$ cat src/rtl/demux_chan_sequencer_pkg.sv
// -----------------------------------------------------------------------------
// demux_chan_sequencer_pkg
// Shared definitions for the demux channel sequencer: default channel count,
// select width and the sequencer state encoding.
// -----------------------------------------------------------------------------
package demux_chan_sequencer_pkg;

    localparam int NCH_DEF   = 8;
    localparam int SEL_W_DEF = 3;

    typedef enum logic [1:0] {
        IDLE  = 2'd0,
        SHIFT = 2'd1,
        GAP   = 2'd2
    } state_t;

endpackage : demux_chan_sequencer_pkg

$ cat src/rtl/demux_chan_sequencer_lowest_set_idx.sv
// -----------------------------------------------------------------------------
// lowest_set_idx
// Combinational priority encoder: returns the index of the lowest set bit of
// i_vec and whether any bit is set at all.
//
// Ports:
//   i_vec  in   NCH    vector to search
//   o_idx  out  SEL_W  index of the lowest set bit (0 when i_vec is zero)
//   o_any  out  1      i_vec has at least one bit set
// -----------------------------------------------------------------------------
module lowest_set_idx
    import demux_chan_sequencer_pkg::*;
#(
    parameter int NCH   = NCH_DEF,
    parameter int SEL_W = SEL_W_DEF
) (
    input  logic [NCH-1:0]   i_vec,
    output logic [SEL_W-1:0] o_idx,
    output logic             o_any
);

    always_comb begin
        // NOTE: defaults first so every path assigns both outputs; otherwise a latch is inferred.
        o_idx = '0;
        o_any = 1'b0;
        // Scan from the top down so the lowest set bit is the last one written.
        for (int k = NCH - 1; k >= 0; k--) begin
            if (i_vec[k]) begin
                o_idx = SEL_W'(k);
                o_any = 1'b1;
            end
        end
    end

endmodule : lowest_set_idx

$ cat src/rtl/demux_chan_sequencer.sv
// -----------------------------------------------------------------------------
// demux_chan_sequencer
// Upstream feeder for the 1-to-8 demultiplexer. Accepts a data word and a
// channel-enable mask over valid/ready, then walks the enabled channels in
// ascending order, one per cycle, driving sel/din. Pulses frame_done after the
// last channel and then holds off new words for GAP_CYCLES idle cycles.
//
// Ports:
//   clk         in   1      rising-edge clock
//   rst_n       in   1      asynchronous active-low reset
//   in_data     in   NCH    word to distribute; bit k goes to channel k
//   in_mask     in   NCH    channel enables; bit k=1 visits channel k
//   in_valid    in   1      word/mask present
//   in_ready    out  1      block can accept a word (registered)
//   hold        in   1      downstream stall; freezes delivery in SHIFT
//   abort       in   1      synchronous frame abort, back to IDLE
//   sel         out  SEL_W  demux select
//   din         out  1      demux data bit
//   out_valid   out  1      current sel/din is a delivered channel
//   frame_done  out  1      one-cycle pulse after the last channel
//   busy        out  1      state is not IDLE
// -----------------------------------------------------------------------------
module demux_chan_sequencer
    import demux_chan_sequencer_pkg::*;
#(
    parameter int NCH        = NCH_DEF,
    parameter int SEL_W      = SEL_W_DEF,
    parameter int GAP_CYCLES = 2
) (
    input  logic             clk,
    input  logic             rst_n,
    input  logic [NCH-1:0]   in_data,
    input  logic [NCH-1:0]   in_mask,
    input  logic             in_valid,
    output logic             in_ready,
    input  logic             hold,
    input  logic             abort,
    output logic [SEL_W-1:0] sel,
    output logic             din,
    output logic             out_valid,
    output logic             frame_done,
    output logic             busy
);

    localparam logic [7:0] GAP_LOAD = 8'(GAP_CYCLES);

    state_t           r_state;
    logic [NCH-1:0]   r_data;
    logic [NCH-1:0]   r_mask;
    logic [SEL_W-1:0] r_sel;
    logic             r_din;
    logic             r_in_ready;
    logic             r_frame_done;
    logic [7:0]       r_gap_cnt;

    logic             w_accept;
    logic [NCH-1:0]   w_next_mask;
    logic [SEL_W-1:0] w_init_idx;
    logic             w_init_any;
    logic [SEL_W-1:0] w_next_idx;
    logic             w_next_any;
    state_t           w_end_state;
    logic             w_end_ready;

    assign w_accept    = (r_state == IDLE) && r_in_ready && in_valid;
    // Mask with the channel currently on sel removed; its lowest bit is the next channel.
    assign w_next_mask = r_mask & ~(NCH'(1) << r_sel);

    // With no gap configured a finished frame returns straight to IDLE, ready at once.
    always_comb begin
        w_end_state = GAP;
        w_end_ready = 1'b0;
        if (GAP_CYCLES == 0) begin
            w_end_state = IDLE;
            w_end_ready = 1'b1;
        end
    end

    lowest_set_idx #(.NCH(NCH), .SEL_W(SEL_W)) u_init_idx (
        .i_vec (in_mask),
        .o_idx (w_init_idx),
        .o_any (w_init_any)
    );

    lowest_set_idx #(.NCH(NCH), .SEL_W(SEL_W)) u_next_idx (
        .i_vec (w_next_mask),
        .o_idx (w_next_idx),
        .o_any (w_next_any)
    );

    // NOTE: sequential state uses non-blocking assignments only, so every register samples pre-edge values.
    always_ff @(posedge clk or negedge rst_n) begin
        if (!rst_n) begin
            // NOTE: data/mask are plain flops, not a memory, so clearing them on reset is cheap and keeps state deterministic.
            r_state      <= IDLE;
            r_data       <= '0;
            r_mask       <= '0;
            r_sel        <= '0;
            r_din        <= 1'b0;
            r_in_ready   <= 1'b0;
            r_frame_done <= 1'b0;
            r_gap_cnt    <= '0;
        end else begin
            r_frame_done <= 1'b0;
            if (abort) begin
                // Abort wins over hold and over a word offered this cycle.
                r_state    <= IDLE;
                r_mask     <= '0;
                r_sel      <= '0;
                r_din      <= 1'b0;
                r_in_ready <= 1'b1;
                r_gap_cnt  <= '0;
            end else begin
                case (r_state)
                    IDLE: begin
                        if (w_accept) begin
                            r_in_ready <= 1'b0;
                            r_data     <= in_data;
                            r_mask     <= in_mask;
                            if (w_init_any) begin
                                r_state <= SHIFT;
                                r_sel   <= w_init_idx;
                                r_din   <= in_data[w_init_idx];
                            end else begin
                                // Empty frame: nothing to drive, just signal completion.
                                r_frame_done <= 1'b1;
                                r_state      <= w_end_state;
                                r_gap_cnt    <= GAP_LOAD;
                            end
                        end else begin
                            r_in_ready <= 1'b1;
                        end
                    end
                    SHIFT: begin
                        if (!hold) begin
                            r_mask <= w_next_mask;
                            if (w_next_any) begin
                                r_sel <= w_next_idx;
                                r_din <= r_data[w_next_idx];
                            end else begin
                                r_sel        <= '0;
                                r_din        <= 1'b0;
                                r_frame_done <= 1'b1;
                                r_state      <= w_end_state;
                                r_in_ready   <= w_end_ready;
                                r_gap_cnt    <= GAP_LOAD;
                            end
                        end
                    end
                    GAP: begin
                        // Counter started at GAP_CYCLES; leaving at 1 gives exactly GAP_CYCLES idle cycles.
                        if (r_gap_cnt <= 8'd1) begin
                            r_state    <= IDLE;
                            r_in_ready <= 1'b1;
                            r_gap_cnt  <= '0;
                        end else begin
                            r_gap_cnt <= r_gap_cnt - 8'd1;
                        end
                    end
                    default: begin
                        r_state <= IDLE;
                    end
                endcase
            end
        end
    end

    assign in_ready   = r_in_ready;
    assign sel        = r_sel;
    assign din        = r_din;
    assign frame_done = r_frame_done;
    assign busy       = (r_state != IDLE);
    // Only combinational input-to-output path: a stall suppresses delivery in the same cycle.
    assign out_valid  = (r_state == SHIFT) && !hold;

endmodule : demux_chan_sequencer

$ cat config.mk
export PLATFORM = sky130hd
export DESIGN_NAME = demux_chan_sequencer
export DESIGN_NICKNAME = d
export VERILOG_FILES = /design/src/rtl/demux_chan_sequencer_pkg.sv /design/src/rtl/demux_chan_sequencer_lowest_set_idx.sv /design/src/rtl/demux_chan_sequencer.sv
export SDC_FILE = /design/constraint.sdc
export NUM_CORES = 1
export LEC_CHECK = 0
export ABC_AREA = 1
export BUFFER_PORTS_ARGS = -buffer_cell sky130_fd_sc_hd__buf_2
export CORE_ASPECT_RATIO = 1.4
export CORE_MARGIN = 3
export CORE_UTILIZATION = 50
export CTS_BUF_LIST = sky130_fd_sc_hd__clkbuf_4 sky130_fd_sc_hd__clkbuf_8
export DETAILED_ROUTE_END_ITERATION = 7
export GPL_TIMING_DRIVEN = 0
export PLACE_DENSITY = 0.71
export SLEW_MARGIN = 20
export SYNTH_ARGS = -nofsm -noshare
export SYNTH_HDL_FRONTEND = slang
export SYNTH_SLANG_ARGS = --single-unit
$ cat constraint.sdc
create_clock -name clk -period 4.5 [get_ports clk]
set_input_delay 0.225 -clock clk [delete_from_list [all_inputs] [get_ports clk]]
set_output_delay 0.225 -clock clk [all_outputs]
set_load 0.01 [all_outputs]
After elaboration in Yosys (flattened, before gate mapping). Cells that the tools add are included.

$add $sub $neg: 1. Magnitude comparators: 3. Equal/unequal tests: 8. Shifts and indexed selects: 1. Muxes and demuxes: 78. Bitwise gates (word level): 3. Reductions and logical operators: 14.

Operators with widths (number): $mux 8 (9); $mux 3 (21); $mux 1 (33); $pmux 8 s3 (1); $pmux 8 s2 (1); $ne 3x3->1 const B (5); $mux 2 (6); $reduce_and 4->1 (3); $and 8x8->8 (1); $le 8x1->1 const B (1); $lt 3x4->1 const B (2); $not 8->8 (1); $shl 1x3->8 const A (1); $sub 8x1->8 const B (1); $bmux 1 s3 (2); $pmux 2 s3 (1); $pmux 3 s2 (1); $reduce_and 3->1 (2); $reduce_and 5->1 (1); $pmux 1 s2 (2); $reduce_bool 4->1 (1); $logic_and 1x1->1 (3); $ne 3x2->1 const B (1); $pmux 1 s3 (1); other kinds (7) (7).

Flip-flop bits (word level): 32. Input port bits: 21. Output and inout port bits: 8. Logic and storage cells: 116.

Depth between registers and ports, before layout.
Depth after elaboration: 17. Depth in mapped cells: 16.

Hierarchy. A second synthesis with hierarchy kept.

Cell total of the unflattened synthesis: 321. Area total of the unflattened synthesis: 2198.4 um^2.

Modules (own cells, without submodules): demux_chan_sequencer (times used 1, cells an instance 277, area an instance 2000.7 um^2, seq. area each 800.8 um^2); lowest_set_idx (times used 2, cells an instance 22, area an instance 98.8 um^2, seq. area each 0.0 um^2).

Least setup slack after synthesis. No wires, ideal clock.

Kind: reg-to-reg. Start point: register r_state[1]. End point: register r_din, in the netlist din. Setup time: 0.120 ns. Arrival time: 1.730 ns. Required time: 4.380 ns. Setup slack: 2.650 ns. Stages on the path, launching flop included: 16. Path buffers: 0. Path through: dfrtp_1 > inv_1 > ha_1 > inv_2 > nor2_1 > nand2_1 > nand2_1 > a31oi_1 > inv_1 > nor2_1 > inv_1 > nor2_1 > nand2_1 > nor2_1 > nand2_1 > nand2_1.

Longest elaborated chain between the ends: 5.

Ends and longest elaborated chain: from (decl) (line demux_chan_sequencer.sv:47) `state_t r_state;`; from (signal assigned) (line demux_chan_sequencer.sv:127) `r_state <= w_end_state;`; from (signal assigned) (line demux_chan_sequencer.sv:144) `r_state <= w_end_state;`; $logic_not 2->1 (line demux_chan_sequencer.sv:65, demux_chan_sequencer.sv:114); $logic_and 1x1->1 (2 in a row) (line demux_chan_sequencer.sv:65) `assign w_accept = (r_state == IDLE) && r_in_ready && in_valid;`; $ne 3x3->1 (no source line); $reduce_and 4->1 (no source line); to (signal assigned) (line demux_chan_sequencer.sv:123) `r_din <= in_data[w_init_idx];`; to (signal assigned) (line demux_chan_sequencer.sv:139) `r_din <= r_data[w_next_idx];`; to (decl) (line demux_chan_sequencer.sv:51) `logic r_din;`.

Parallel ways exist; a longest one is shown, timed or not. A chain may end at the register's enable or synchronous reset.

Final worst setup path. Same ends and word-level chain as after synthesis.

==> qor.txt <==
run status - finished, violations left
failing checks - negative hold slack
P_int - 0.000813 W
Core Util, Final - 0.613
row count - 26
most frequent cells in the layout - 65 x nand2_1, 37 x o21ai_0, 32 x dfrtp_1
Post-CTS Setup Repair Bufs - 0
setup violators final - 0
CTS buffer count - 5
Slew Limit Fails - 0
DRT Pass-1 Iters - 5
Crit path top cell by count - nand2_1
Routed Antenna Nets - 0
Reg clk slew, reported paths - 0.07 ns
Max Cap Viol - 0
clock skew - 0.00528 ns
synth warn - 0
die area - 4870 um2
final period utilization - 0.493
GRT Resource Usage Total - 0.210
Sw Ratio - 0.467
Antenna diodes - 0
Ports - 29
number of flops mapped to enable cells by yosys - 0
CTS tree - built
transition time at the pin with the least slew margin - 0.729 ns
share of layout cells above drive strength 1 - 0.189
cts hold-fix bufs - 0
crit path kind - reg2reg
max frequency - 451 MHz
Min-Delay Path Class - in2async
Clk pwr share - 0.152
cell area after synthesis - 2030 um2
initial antenna violation count - 0
root buf cell - clkbuf_8
largest net degree at the start of global routing - 33
IO Port Bufs - 28
Avg WL per Cell - 12.6 um
worst-path maximum fanout - 9
most common flop cell mapped by yosys - dfrtp_1
post-layout min period - 2.22 ns
worst vdd ir - 0.000360 V
initial core utilization - 0.538
Max stage delay on crit path - 0.38 ns
Area Growth Syn to Fin - 14.1%
fraction of the mapped netlist area in simple logic gates - 0.321
DP Wirelength - 3.43 mm
Seq/Total Area, Yosys - 0.395
initial drt markers - 88
Core Box Area - 3770 um2
largest family of logic cells by synthesized area - simple AND/OR/NAND/NOR gates
sequential fraction of design power - 0.315
number of remaining DRC errors - 0
grt ovf - 0
adder-cell area share of the yosys netlist - 0.0308
RSZ-0062 raised after global routing - false
Top delay family on crit path - simple AND/OR/NAND/NOR gates
Post-CTS Resized - 0
total wire length - 4.46 mm
Die X - 59.8 um
worst-path cell chain - inv_1, ha_1, inv_2, nor2_1, nand2_1, nand2_1, a31oi_1, inv_1, nor2_1, inv_1, nor2_1, nand2_1, nor2_1, nand2_1, nand2_1
Pleak - 1.16 nW
worst rel slew slack - 0.514
Synth cell types - 32
Compound-Gate Fraction of Synth Area - 0.152
RD Place Congestion - 0.818
Final Hold Vio Count - 17
# H-tree levels - 2
NetSw - 0.000711 W
fill count - 371
Synth Instances - 276
Crit. End Element - register
Worst setup SP type - register
Clk Latency, worst-skew pair - 0.29 ns
Vias - 1904
syn nets - 302
critical path data arrival time - 2.39 ns
mux cell area share after synthesis - 0.0222
CP required - 4.68 ns
first-pass GRT wire length - 7.82 mm
Mapped Avg Cell Area - 7.35 um2
Setup TNS - 0 ns
most common cell after layout, fill and taps aside - nand2_1
Async S/R FF share, synth - 1.00
FF+latch count, synth - 32
combinational share of power - 0.534
Net count, final - 337
chip height - 81.4 um
Post-Synth XOR/XNOR Area - 0.00432
Max Root-Sink Buffers - 2
CP Buf/Inv Count - 4
total power - 0.00152 W
vias in the first global route - 1843
Vias per Instance - 5.38
clock sink count - 32
Power Dens Cells - 658 nW/um2
critical path's slowest cell - dfrtp_1
final hold slack - -0.0117 ns
-- sequential cells by signal, indices dropped and copies added, names as in the netlist --
register	count
r_gap_cnt	8
r_data	8
r_state	2
in_ready	1
din	1
r_mask	8
sel	3
frame_done	1
-- power groups by stage --
stage	Sequential, W	Clock (W)	Combinational, W
after global placement	0.000482	0	0.000807
after CTS	0.000479	0.000236	0.000823
after detailed placement	0.000482	0	0.000821
final	0.000480	0.000231	0.000813
after floorplan	0.000473	0	0.000624
after global routing	0.000494	0.000248	0.000947
-- routing by layer --
layer	vias up	GRT usage	wire length, um
li1	989	-	-
met1	867	0.250	1940
met2	41	0.358	2250
met3	7	0.0477	206
met4	0	0.0843	60
met5	-	0	0
-- metrics by stage --
stage / area, um2 / instances / setup slack, ns
finish: 2310 / 354 / 2.28
floorplan: 2030 / 276 / 2.65
detailed placement: 2220 / 346 / 2.29
global placement: 2220 / 346 / 2.25
CTS: 2310 / 354 / 2.25
global route: 2310 / 354 / 1.94
-- logic make-up after synthesis --
| group | count (synthesis) |
|---|---|
| AND/OR/NAND/NOR | 139 |
| multiplexers | 4 |
| buffers and inverters | 39 |
| adder cells (fa/ha/maj) | 5 |
| XOR/XNOR | 1 |
| flip-flops | 32 |
| AO/OA/AOI/OAI | 56 |
-- worst register-to-register path, cell delays in order (launching register included) --
cell	delay, ns
dfrtp_1	0.38
inv_1	0.09
ha_1	0.27
inv_2	0.11
nor2_1	0.29
nand2_1	0.16
nand2_1	0.11
a31oi_1	0.04
inv_1	0.07
nor2_1	0.04
inv_1	0.20
nor2_1	0.12
nand2_1	0.10
nor2_1	0.04
nand2_1	0.05
nand2_1	0.04
-- cell usage after synthesis, types with 3 or more instances --
cell type,count,area share
o21ai_0,37,0.091
inv_2,4,0.0074
inv_1,29,0.054
mux2_2,4,0.022
a21oi_1,7,0.017
clkbuf_1,3,0.0055
nand3_1,24,0.059
nand2_1,65,0.12
ha_1,5,0.031
dfrtp_1,32,0.39
nor3_1,12,0.030
nor2_1,24,0.044
o21ai_2,4,0.017
-- layout make-up --
cell class                      count  area, um2  area share
Tap cell                           42       52.6      0.0227
Inverter                           35        136      0.0589
Buffer                              4       16.3     0.00703
Clock buffer                        6       82.6      0.0357
Multi-Input combinational cell    205       1080       0.465
Timing Repair Buffer               28        140      0.0605
Clock inverter                      2       10.0     0.00432
Sequential cell                    32        801       0.346
-- worst paths after layout --
kind                                       endpoint  depth (start not counted)              startpoint  slack [ns]
setup / recovery                    din$_DFFE_PN0P_                         15  r_state[1]$_DFFE_PN0P_        2.28
hold / removal             r_gap_cnt[7]$_DFFE_PN0P_                          1                   rst_n       -0.01
setup reg to reg                    din$_DFFE_PN0P_                         15  r_state[1]$_DFFE_PN0P_        2.28
hold reg to reg               r_data[7]$_DFFE_PN0P_                          2   r_data[7]$_DFFE_PN0P_        0.49
max in group asynchronous     r_data[3]$_DFFE_PN0P_                          1                   rst_n        4.04
min in group clk              r_data[1]$_DFFE_PN0P_                          2              in_data[1]        0.19
No activity file was read; power rests on OpenSTA's default activity.
